<file path="src/rtl/cache_mem_arbiter.sv">
// Two-requester round-robin arbiter in front of a single 16B memory port.
// Responses are steered back using an in-order queue of issued requester IDs.
module cache_mem_arbiter #(
    parameter int p_depth = 4
) (
    input  logic         clk,
    input  logic         reset,

    input  logic [174:0] req0_msg,
    input  logic         req0_val,
    output logic         req0_rdy,
    output logic [144:0] resp0_msg,
    output logic         resp0_val,
    input  logic         resp0_rdy,

    input  logic [174:0] req1_msg,
    input  logic         req1_val,
    output logic         req1_rdy,
    output logic [144:0] resp1_msg,
    output logic         resp1_val,
    input  logic         resp1_rdy,

    output logic [174:0] mem_req_msg,
    output logic         mem_req_val,
    input  logic         mem_req_rdy,
    input  logic [144:0] mem_resp_msg,
    input  logic         mem_resp_val,
    output logic         mem_resp_rdy
);

    localparam int PW = $clog2(p_depth);
    localparam int CW = PW + 1;
    localparam logic [CW-1:0] LP_FULL = CW'(p_depth);

    logic               r_prio;
    logic               r_lock;
    logic               r_lock_id;
    logic [p_depth-1:0] r_queue;
    logic [PW-1:0]      r_enq_ptr;
    logic [PW-1:0]      r_deq_ptr;
    logic [CW-1:0]      r_count;

    logic w_full;
    logic w_empty;
    logic w_grant_val;
    logic w_grant;
    logic w_head;
    logic w_resp_en;
    logic w_req_fire;
    logic w_resp_fire;

    assign w_full  = (r_count == LP_FULL);
    assign w_empty = (r_count == '0);

    // Outputs are held quiet while reset is asserted so nothing fires into stale state.
    always_comb begin
        w_grant_val = 1'b0;
        w_grant     = 1'b0;
        if (!reset && !w_full) begin
            if (r_lock) begin
                w_grant_val = 1'b1;
                w_grant     = r_lock_id;
            end else if (req0_val && req1_val) begin
                w_grant_val = 1'b1;
                w_grant     = r_prio;
            end else if (req0_val) begin
                w_grant_val = 1'b1;
                w_grant     = 1'b0;
            end else if (req1_val) begin
                w_grant_val = 1'b1;
                w_grant     = 1'b1;
            end
        end
    end

    assign mem_req_msg = !w_grant_val ? '0 : (w_grant ? req1_msg : req0_msg);
    assign mem_req_val = w_grant_val && (w_grant ? req1_val : req0_val);
    assign req0_rdy    = w_grant_val && !w_grant && mem_req_rdy;
    assign req1_rdy    = w_grant_val &&  w_grant && mem_req_rdy;

    assign w_head    = r_queue[r_deq_ptr];
    assign w_resp_en = !reset && !w_empty;

    assign resp0_val    = w_resp_en && !w_head && mem_resp_val;
    assign resp1_val    = w_resp_en &&  w_head && mem_resp_val;
    assign resp0_msg    = (w_resp_en && !w_head) ? mem_resp_msg : '0;
    assign resp1_msg    = (w_resp_en &&  w_head) ? mem_resp_msg : '0;
    assign mem_resp_rdy = w_resp_en && (w_head ? resp1_rdy : resp0_rdy);

    assign w_req_fire  = mem_req_val && mem_req_rdy;
    assign w_resp_fire = mem_resp_val && mem_resp_rdy;

    always_ff @(posedge clk) begin
        if (reset) begin
            r_prio    <= 1'b0;
            r_lock    <= 1'b0;
            r_lock_id <= 1'b0;
            r_queue   <= '0;
            r_enq_ptr <= '0;
            r_deq_ptr <= '0;
            r_count   <= '0;
        end else begin
            // Lock pins the stalled grant so the memory-side message stays stable.
            if (mem_req_val && !mem_req_rdy) begin
                r_lock    <= 1'b1;
                r_lock_id <= w_grant;
            end
            if (w_req_fire) begin
                r_lock             <= 1'b0;
                r_prio             <= ~w_grant;
                r_queue[r_enq_ptr] <= w_grant;
                r_enq_ptr          <= r_enq_ptr + PW'(1);
            end
            if (w_resp_fire) begin
                r_deq_ptr <= r_deq_ptr + PW'(1);
            end
            case ({w_req_fire, w_resp_fire})
                2'b10:   r_count <= r_count + CW'(1);
                2'b01:   r_count <= r_count - CW'(1);
                default: r_count <= r_count;
            endcase
        end
    end

    a_no_resp_when_empty: assert property (
        @(posedge clk) disable iff (reset) !(mem_resp_val && w_empty)
    ) else $error("memory response arrived with empty ID queue");

endmodule

</file>
<file path="config.mk">
export PLATFORM = sky130hd
export DESIGN_NAME = cache_mem_arbiter
export DESIGN_NICKNAME = d
export VERILOG_FILES = /design/src/rtl/cache_mem_arbiter.sv
export SDC_FILE = /design/constraint.sdc
export NUM_CORES = 1
export LEC_CHECK = 0
export BUFFER_PORTS_ARGS = -buffer_cell sky130_fd_sc_hd__buf_4
export CORE_AREA = 2 2 380 382
export DETAILED_ROUTE_END_ITERATION = 6
export DIE_AREA = 0 0 382 384
export PLACE_DENSITY = 0.3
export SYNTH_ARGS = -nofsm -noshare
export SYNTH_HDL_FRONTEND = slang
export SYNTH_SLANG_ARGS = --single-unit
</file>
<file path="constraint.sdc">
create_clock -name clk -period 6.2 [get_ports clk]
set_clock_uncertainty 0.05 [all_clocks]
set_input_delay 0.93 -clock clk [delete_from_list [all_inputs] [get_ports clk]]
set_output_delay 0.93 -clock clk [all_outputs]
set_load 0.03 [all_outputs]
</file>
==> impl_metrics.csv, run 1 <==
group,metric,value,unit
cts,tritoncts,"yes",
min_path,holdCritPathClass,"reg -> reg",
global_route,antenna_found_initial,158,
cts,cts_setup_buffers,0,
sta,relSlewSlack,21.3,%
cts,numCtsBuffers,3,
synth,synth_edf_count,0,
synth,syn-num-nets,1158,
global_route,grt_pass1_wl,135,mm
synth,synth.area.top_cells,"a22o_1 34%, and2_1 20%, and3_1 20%",
setup_path,crit_arrival,3670,ps
cts,postCtsHoldBufs,0,
place,gp_congestion,0.880,
cts,cts_sinks,14,
global_route,grtUsageTotal,15.0,%
route,firstDrtPassIters,5,
cts,clk_pin_slew_worst_paths,40,ps
final_layout,fillers,16700,
synth,yosysTopAreaCellShare,33.6,%
synth,yosys_most_used_dff,"dfxtp_1",
sta,setup_violations,0,
setup_path,cp_max_fo,104,
setup_path,end_kind,"primary output",
cts,clk_latency,240,ps
final_layout,syn_to_final_growth,209,%
job,max_cap_viol_count,0,
die,num_rows,139,
pwr,max-vdd-ir-drop,0.117,mV
global_route,top_usage_layer,"met2",
sta,period_minus_slack,4650,ps
global_route,grtUsageMet3,4.79,%
synth,synth_seq_cells,14,
die,fp.coreArea,0.143,mm²
synth,synth_cell_types,32,
cts,cts_root_buffer,"clkbuf_16",
cts,clk_path_buf_depth,2,
route,totalWireLength,116,mm
sta,max_freq,215,MHz
pwr,powerDensity,103,mW/mm²
die,die_area,0.147,mm²
synth,netlist_top_cells_count,"175 x a22o_1, 149 x and2_1, 146 x and3_1",
setup_path,worst-setup-path-type,"in -> out",
final_layout,finish.utilization,9.87,%
cts,cts_resized,0,
sta,worst_slew_pin_slew,1180,ps
route,wl_per_cell,33.7,µm
synth,netlist_area,0.00456,mm²
synth,synthMostInstantiatedCell,"a22o_1",
place,hpwl,108,mm
synth,ys_seq_area_share,6.15,%
sta,slew_violations,0,
cts,htreeDepth,1,
global_route,grt_max_degree,177,
synth,avgSynthCellArea,7.02,µm²
global_route,grt_pass1_vias,9589,
synth,syn_inst,649,
route,vias_per_cell,2.86,
die,top_level_ports,974,
route,vias,9890,
setup_path,start_kind,"input port",
final_layout,nNetsFinal,2056,
die,die_y,384,µm
synth,yosys_warnings,0,
global_route,grt.overflow.total,0,
pwr,p_leak,7.28,nW
synth,async_reset_ff_share,0,%
route,drc,0,
global_route,grt.met2_usage,31.2,%
die,die-width,382,µm
final_layout,layout-drive-gt1-share,64.5,%
sta,finalCritPeriodShare,74.9,%
setup_path,cp.required,5220,ps
die,start_util,3.19,%
global_route,use_met1,14.6,%
sta,final-hold-violation-count,0,
route,postRouteAntennaNets,0,
synth,synth_top_area_cell,"a22o_1",
route,drt-initial-drc-count,489,
sta,final.setup.tns,0,ps
run_status,status,"completed",
place,io_buffers,973,
sta,rsz0062_at_grt,"no",
## flip-flops by register name, indices dropped and copies added, names as in the netlist
| name | flops |
|---|---|
| r_count | 3 |
| r_deq_ptr | 2 |
| r_enq_ptr | 2 |
| r_lock | 1 |
| r_lock_id | 1 |
| r_prio | 1 |
| r_queue | 4 |
## worst max-delay path, stage by stage
cell	delay, ps
buf_4	190
or2_2	370
a21oi_4	750
buf_12	510
a22o_1	570
buf_4	260
## placed cells by master (no fill, tap or decap), drive strengths merged, types with 2 or more instances in the layout
| cell | Yosys | layout |
|---|---|---|
| and2 | 149 | 149 |
| nor3 | 2 | 2 |
| xor2 | 3 | 3 |
| nand2 | 8 | 8 |
| nor2 | 13 | 13 |
| nor3b | 2 | 2 |
| a22o | 175 | 175 |
| inv | 6 | 6 |
| mux2i | 3 | 3 |
| dfxtp | 14 | 14 |
| a21oi | 9 | 9 |
| diode | 0 | 9 |
| nand3b | 2 | 2 |
| xnor2 | 2 | 2 |
| or2 | 2 | 2 |
| ha | 5 | 5 |
| buf | 38 | 983 |
| nand2b | 2 | 2 |
| nand3 | 8 | 8 |
| clkbuf | 52 | 3 |
| and3 | 146 | 146 |
## final cells by class
cell class                 count  area (µm²)  area share (%)
antenna                        9        22.5           0.160
clock buffer                   3        75.1           0.532
inverter                       6        22.5           0.160
multi-input combinational    539        3900            27.7
sequential                    14         280            1.99
tap                         1903        2380            16.9
timing repair buffer         983        7420            52.6
## cell families after synthesis
group                    Yosys count  share of synthesized area [%]
AO/OA/AOI/OAI                    187                           35.7
multiplexers                       4                           1.15
flip-flops                        14                           6.15
buffers and inverters             96                           9.09
AND/OR/NAND/NOR                  337                           45.2
adder cells (fa/ha/maj)            6                           1.81
XOR/XNOR                           5                          0.961
## routing by layer
metal	routed length, µm	up-vias
met5	387	-
met3	8820	298
li1	-	4202
met1	38700	4597
met2	66300	735
met4	2200	58
## report_power, final
group	total [mW]	internal (mW)	switching, mW
Combinational	1.24	0.494	0.746
Sequential	0.0977	0.0937	0.00405
Clock	0.120	0.0843	0.0356
## stage by stage
stage	power, mW	setup slack, ps	cell area, µm²	hold WS (ps)	cells
finish	1.46	1550	14100	410	3457
global route	1.53	1440	14100	433	3452
CTS	1.49	1440	14100	411	3448
detailed placement	1.36	1440	14000	404	3445
global placement	1.36	1460	14000	415	3445
floorplan	0.635	2860	4560	383	649
## path summary, 6_finish.rpt
kind,startpoint,endpoint,slack [ps],cells after the start
hold reg to reg,r_queue[3],r_queue[3],410,2
setup / recovery,reset,mem_req_msg[22],1550,6
hold / removal,r_queue[3],r_queue[3],410,2
setup reg to reg,r_deq_ptr[0],r_count[2],2820,9
Power figures use the tool's default switching activity.
==> run 2: changes to the inputs <==
--- a/config.mk
+++ b/config.mk
@@ -5,10 +5,11 @@
 export SDC_FILE = /design/constraint.sdc
 export NUM_CORES = 1
 export LEC_CHECK = 0
+export ABC_AREA = 1
 export BUFFER_PORTS_ARGS = -buffer_cell sky130_fd_sc_hd__buf_4
-export CORE_AREA = 2 2 380 382
+export CORE_AREA = 2 2 383 385
 export DETAILED_ROUTE_END_ITERATION = 6
-export DIE_AREA = 0 0 382 384
+export DIE_AREA = 0 0 385 387
 export PLACE_DENSITY = 0.3
 export SYNTH_ARGS = -nofsm -noshare
 export SYNTH_HDL_FRONTEND = slang
==> constraint.sdc (replaced) <==
create_clock -name clk -period 4 [get_ports clk]
set_clock_uncertainty 0.05 [all_clocks]
set_input_delay 0.6 -clock clk [delete_from_list [all_inputs] [get_ports clk]]
set_output_delay 0.6 -clock clk [all_outputs]
set_load 0.03 [all_outputs]
==> impl_metrics.csv, run 2 <==
group,metric,value,unit
route,met3_wirelength,12.0,mm
cts,cts_root_buffer,"clkbuf_16",
sta,slew_violations,0,
setup_path,max_stage_delay,430,ps
sta,finalCritPeriodShare,89.3,%
global_route,grtUsageTotal,14.8,%
job,max_cap_viol_count,0,
setup_path,cp_common_cell,"buf_4",
die,die_area,0.149,mm²
setup_path,cp-endpoint,"mem_req_msg[24]",
setup_path,critical_path_buf_inv_count,4,
cts,cts_sinks,14,
synth,synth_top_area_cell,"nand2_1",
synth,avgSynthCellArea,4.42,µm²
sta,holdWs,457,ps
setup_path,end_kind,"primary output",
synth,synth_cell_types,24,
setup_path,slowest_stage,"buf_4",
synth,async_reset_ff_share,0,%
sta,relSlewSlack,37.6,%
global_route,grt_max_degree,85,
place,io_buffers,973,
final_layout,layout_common_cells,"999 x buf_4, 377 x nand2_1, 312 x nor2_1, 184 x nand3_1, 164 x inv_1",
cts,clk_path_buf_depth,2,
route,vias_per_cell,2.90,
route,vias,11700,
final_layout,fin_cells,4028,
synth,yosys_warnings,0,
global_route,grt_pass1_wl,140,mm
setup_path,path_depth,8,
synth,synth_edf_count,0,
setup_path,reg2reg_from,"r_deq_ptr[0]",
min_path,holdPathStages,2,
die,die-width,385,µm
route,wl_per_cell,29.1,µm
die,top_level_ports,974,
final_layout,layout-drive-gt1-share,48.6,%
setup_path,start_kind,"input port",
pwr,max-vdd-ir-drop,0.126,mV
final_layout,finish.utilization,10.2,%
die,fp.coreArea,0.145,mm²
route,drt-initial-drc-count,805,
cts,postCtsHoldBufs,0,
final_layout,largest_reg_flops,4,
synth,ys_seq_area_share,5.38,%
sta,rsz0062_at_grt,"no",
setup_path,cpLargestDelayFamily,"simple AND/OR/NAND/NOR gates",
setup_path,r2r_setup_slack,1130,ps
synth,synth.area.top_cells,"nand2_1 27%, nor2_1 22%, nand3_1 18%",
sta,max_freq,280,MHz
global_route,grt_pass1_vias,11200,
synth,yosysTopAreaCellShare,27.2,%
final_layout,regMostFlops,"r_queue",
pwr,p_total,2.60,mW
cts,numCtsBuffers,3,
synth,syn_inst,1178,
place,hpwl,108,mm
route,totalWireLength,117,mm
synth,synthMostInstantiatedCell,"nand2_1",
die,num_rows,140,
cts,cts_resized,0,
cts,htreeDepth,1,
sta,setup_violations,0,
final_layout,reg_top3,"r_queue (4), r_count (3)",
synth,netlist_top_cells_count,"378 x nand2_1, 312 x nor2_1, 184 x nand3_1",
sta,final-hold-violation-count,0,
setup_path,cp-startpoint,"reset",
sta,worst_slew_pin_slew,927,ps
place,placedCellCount,4008,
route,drc,0,
synth,synth_seq_cells,14,
pwr,powerDensity,175,mW/mm²
global_route,grt.overflow.total,0,
die,start_util,3.60,%
pwr,p_leak,8.43,nW
min_path,min_from,"r_lock_id",
setup_path,worst-setup-path-type,"in -> out",
die,die_y,387,µm
global_route,antenna_found_initial,56,
sta,period_minus_slack,3570,ps
synth,syn-num-nets,1687,
cts,tritoncts,"yes",
setup_path,critical_path.cell_chain,"buf_4 -> inv_1 -> nand2_1 -> nor2_4 -> buf_4 -> nand3_1 -> nand2_1 -> buf_4",
route,wl_met2,61.2,mm
route,wl_met1,42.7,mm
synth,netlist_area,0.00521,mm²
setup_path,reg2reg_depth,16,
cts,clk_latency,250,ps
setup_path,crit_arrival,2920,ps
sta,final.setup.tns,0,ps
synth,yosys_most_used_dff,"dfxtp_1",
route,firstDrtPassIters,7,
setup_path,cp.required,3350,ps
cts,cts_setup_buffers,0,
final_layout,nNetsFinal,2605,
min_path,holdCritPathClass,"reg -> reg",
final_layout,syn_to_final_growth,184,%
final_layout,fillers,17300,
run_status,status,"completed",
route,top_layer_used,"met5",
setup_path,cp_max_fo,29,
place,gp_congestion,0.908,
route,postRouteAntennaNets,0,
final_layout,final_common_cell,"buf_4",
cts,clk_pin_slew_worst_paths,60,ps
setup_path,reg2reg_to,"r_count[2]",
==> run 2: changes by cell type after synthesis, sizes merged, moves of 3 or more <==
cell / delta
a22o: -175
and2: -149
and3: -146
buf: +42
clkbuf: -42
inv: +161
mux2i: -3
nand2: +373
nand3: +178
nor2: +300
o21ai: +6
==> run 2: where the power goes <==
part           switching (mW)  leakage [nW]  total (mW)  internal, mW
combinational            1.47          8.27        2.23         0.756
clock                  0.0663        0.0443       0.218         0.152
sequential            0.00390         0.113       0.149         0.145
total                    1.54          8.43        2.60          1.05
==> run 2: how the worst min path moves through the flow <==
| stage | slack, ps | endpoint |
|---|---|---|
| after floorplan | 380 | r_lock_id |
| after global placement | 450 | r_prio |
| after detailed placement | 440 | r_lock_id |
| after CTS | 450 | r_lock_id |
| after global routing | 470 | r_lock_id |
| final | 460 | r_lock_id |
==> run 2: cell type report <==
class	instances	area (µm²)	share of cell area [%]
diodes	16	40.0	0.270
clock buffers	4	88.8	0.600
inverters	167	639	4.32
multi-input cells	907	3790	25.6
flip-flops and latches	14	280	1.89
well taps	1917	2400	16.2
repair buffers	1003	7580	51.2
==> run 2: logic make-up (layout without fill, tap and decap cells) <==
kind of cell	after synthesis	count (layout)	synth area share, %
compound gates	15	15	1.51
buf+inv	257	1174	22.4
fa+ha+maj	6	6	1.59
simple gates	885	885	69.0
other cells	0	16	0
xor+xnor	1	1	0.168
flops	14	14	5.38
==> run 2: worst register-to-register path, cell delays in order (launching register included) <==
cell     delay [ps]
dfxtp_1         350
inv_1           100
nand2_1          60
nand3_1          60
nand2_1         150
nor2_1          310
nand2_1         100
nand2_1         220
nand2_1         140
inv_1           120
ha_1            150
inv_1            60
fa_1            370
a21oi_1         140
o21ai_0         140
o21ai_0         180
a21oi_1          60
==> run 2: metrics by stage <==
| step | area [µm²] | setup slack (ps) |
|---|---|---|
| global route | 14800 | 208 |
| CTS | 14800 | 250 |
| floorplan | 5210 | 1340 |
| finish | 14800 | 430 |
| global placement | 14700 | 244 |
| detailed placement | 14700 | 259 |
==> run 2: layer usage <==
metal / vias to the layer above / track usage (%)
met5: - / 0
met4: 24 / 1.14
met3: 88 / 5.96
met2: 603 / 27.6
met1: 5613 / 16.0
li1: 5349 / -
==> run 3: changes to the inputs <==
--- a/config.mk
+++ b/config.mk
@@ -10,7 +10,7 @@
 export CORE_AREA = 2 2 383 385
 export DETAILED_ROUTE_END_ITERATION = 6
 export DIE_AREA = 0 0 385 387
-export PLACE_DENSITY = 0.3
+export PLACE_DENSITY = 0.33
 export SYNTH_ARGS = -nofsm -noshare
 export SYNTH_HDL_FRONTEND = slang
 export SYNTH_SLANG_ARGS = --single-unit
==> impl_metrics.csv, run 3 (synthesis results as in run 2) <==
group,metric,value,unit
final_layout,final_common_cell,"buf_4",
cts,clk_path_buf_depth,2,
sta,setup_violations,0,
final_layout,reg_top3,"r_queue (4), r_count (3)",
die,die_area,0.149,mm²
cts,numCtsBuffers,3,
sta,period_minus_slack,3420,ps
setup_path,max_stage_delay,350,ps
cts,tritoncts,"yes",
final_layout,multiInputGateArea,0.00379,mm²
cts,htreeDepth,1,
cts,cts_setup_buffers,0,
setup_path,crit_arrival,2770,ps
min_path,holdCritPathClass,"reg -> reg",
route,drc,0,
sta,final.setup.tns,0,ps
route,drt-initial-drc-count,747,
setup_path,cpLargestDelayFamily,"simple AND/OR/NAND/NOR gates",
global_route,grtUsageTotal,15.8,%
route,postRouteAntennaNets,0,
final_layout,fillers,17300,
setup_path,slowest_stage,"nand2_1",
setup_path,cp.required,3350,ps
sta,finalCritPeriodShare,85.4,%
final_layout,largest_reg_flops,4,
sta,relSlewSlack,42.6,%
place,gp_congestion,0.943,
final_layout,layout-drive-gt1-share,48.7,%
cts,cts_root_buffer,"clkbuf_16",
sta,max_freq,293,MHz
setup_path,worst-setup-path-type,"in -> out",
sta,slew_violations,0,
route,totalWireLength,124,mm
cts,postCtsHoldBufs,0,
setup_path,critical_path.cell_chain,"buf_4 -> nand2_1 -> nand2_1 -> nand2_1 -> nand3_2 -> inv_8 -> buf_12 -> nand2_1 -> nand2_1 -> buf_4",
final_layout,nNetsFinal,2609,
place,hpwl,115,mm
final_layout,regMostFlops,"r_queue",
place,io_buffers,973,
cts,cts_resized,0,
run_status,status,"completed",
die,fp.coreArea,0.145,mm²
sta,rsz0062_at_grt,"no",
cts,clk_pin_slew_worst_paths,50,ps
route,vias,11800,
route,firstDrtPassIters,5,
pwr,powerDensity,173,mW/mm²
setup_path,critical_path_buf_inv_count,4,
global_route,grt_pass1_wl,148,mm
setup_path,cp_max_fo,56,
global_route,antenna_found_initial,62,
setup_path,end_kind,"primary output",
route,vias_per_cell,2.93,
cts,cts_sinks,14,
sta,worst_slew_pin_slew,862,ps
pwr,p_leak,8.45,nW
die,die_y,387,µm
global_route,grt.overflow.total,0,
setup_path,start_kind,"input port",
route,wl_per_cell,30.9,µm
final_layout,layout_common_cells,"1000 x buf_4, 377 x nand2_1, 312 x nor2_1, 184 x nand3_1, 164 x inv_1",
die,top_level_ports,974,
cts,clk_latency,250,ps
die,num_rows,140,
final_layout,regArea,280,µm²
pwr,max-vdd-ir-drop,0.105,mV
global_route,grt_max_degree,91,
die,die-width,385,µm
final_layout,syn_to_final_growth,185,%
sta,final-hold-violation-count,0,
setup_path,cp_common_cell,"nand2_1",
die,start_util,3.60,%
global_route,grt_pass1_vias,11500,
pwr,p_total,2.57,mW
job,max_cap_viol_count,0,
## run 3: cell types whose count changed in the layout (fill, tap and decap cells not counted), sizes merged
cell	before	now
diode	16	10
clkbuf	4	3
buf	1003	1007
## run 3: through the flow
step | hold slack (ps) | utilization, % | area, µm² | worst slack (ps) | instances
detailed placement | 419 | 10.2 | 14800 | 490 | 4012
floorplan | 383 | - | 5210 | 1340 | 1178
global route | 449 | 10.2 | 14800 | 444 | 4016
CTS | 430 | 10.2 | 14800 | 482 | 4015
finish | 425 | 10.3 | 14900 | 584 | 4025
global placement | 436 | 10.2 | 14800 | 427 | 4012
## run 3: path summary, 6_finish.rpt
check | cells past startpoint | endpoint | from | slack (ps)
worst min register to register | 2 | r_lock_id | r_lock_id | 420
worst min-delay path | 2 | r_lock_id | r_lock_id | 420
worst max register to register | 15 | r_count[2] | r_count[1] | 1280
worst max-delay path | 10 | mem_req_msg[24] | req0_val | 580
## run 3: power breakdown
group,switching [mW],internal [mW],total (mW)
logic,1.45,0.765,2.21
clock network,0.0709,0.132,0.203
registers,0.00417,0.145,0.149
## run 3: final cells by class
class	instances	area share (%)
antenna	10	0.168
inverter	167	4.30
multi-input combinational	907	25.5
clock buffer	3	0.505
tap	1917	16.1
timing repair buffer	1007	51.5
sequential	14	1.89
## run 3: per-layer routing
metal	part of all wire, %	wire, µm	global-route usage, %	vias up
met5	0.17	206	0	-
met4	0.71	882	0.320	30
met3	9.2	11400	6.23	114
met2	54	66700	30.5	613
met1	36	45100	16.7	5676
li1	-	-	-	5348
## run 3: worst reg2reg max path: cells and delay by family, from the launching register on
kind                       cells  cell delay, ps
DFF                            1             330
adders and majority gates      2             540
and+or+nand+nor                7             920
AOI/OAI and AO/OA              4             460
buffers and inverters          2             290
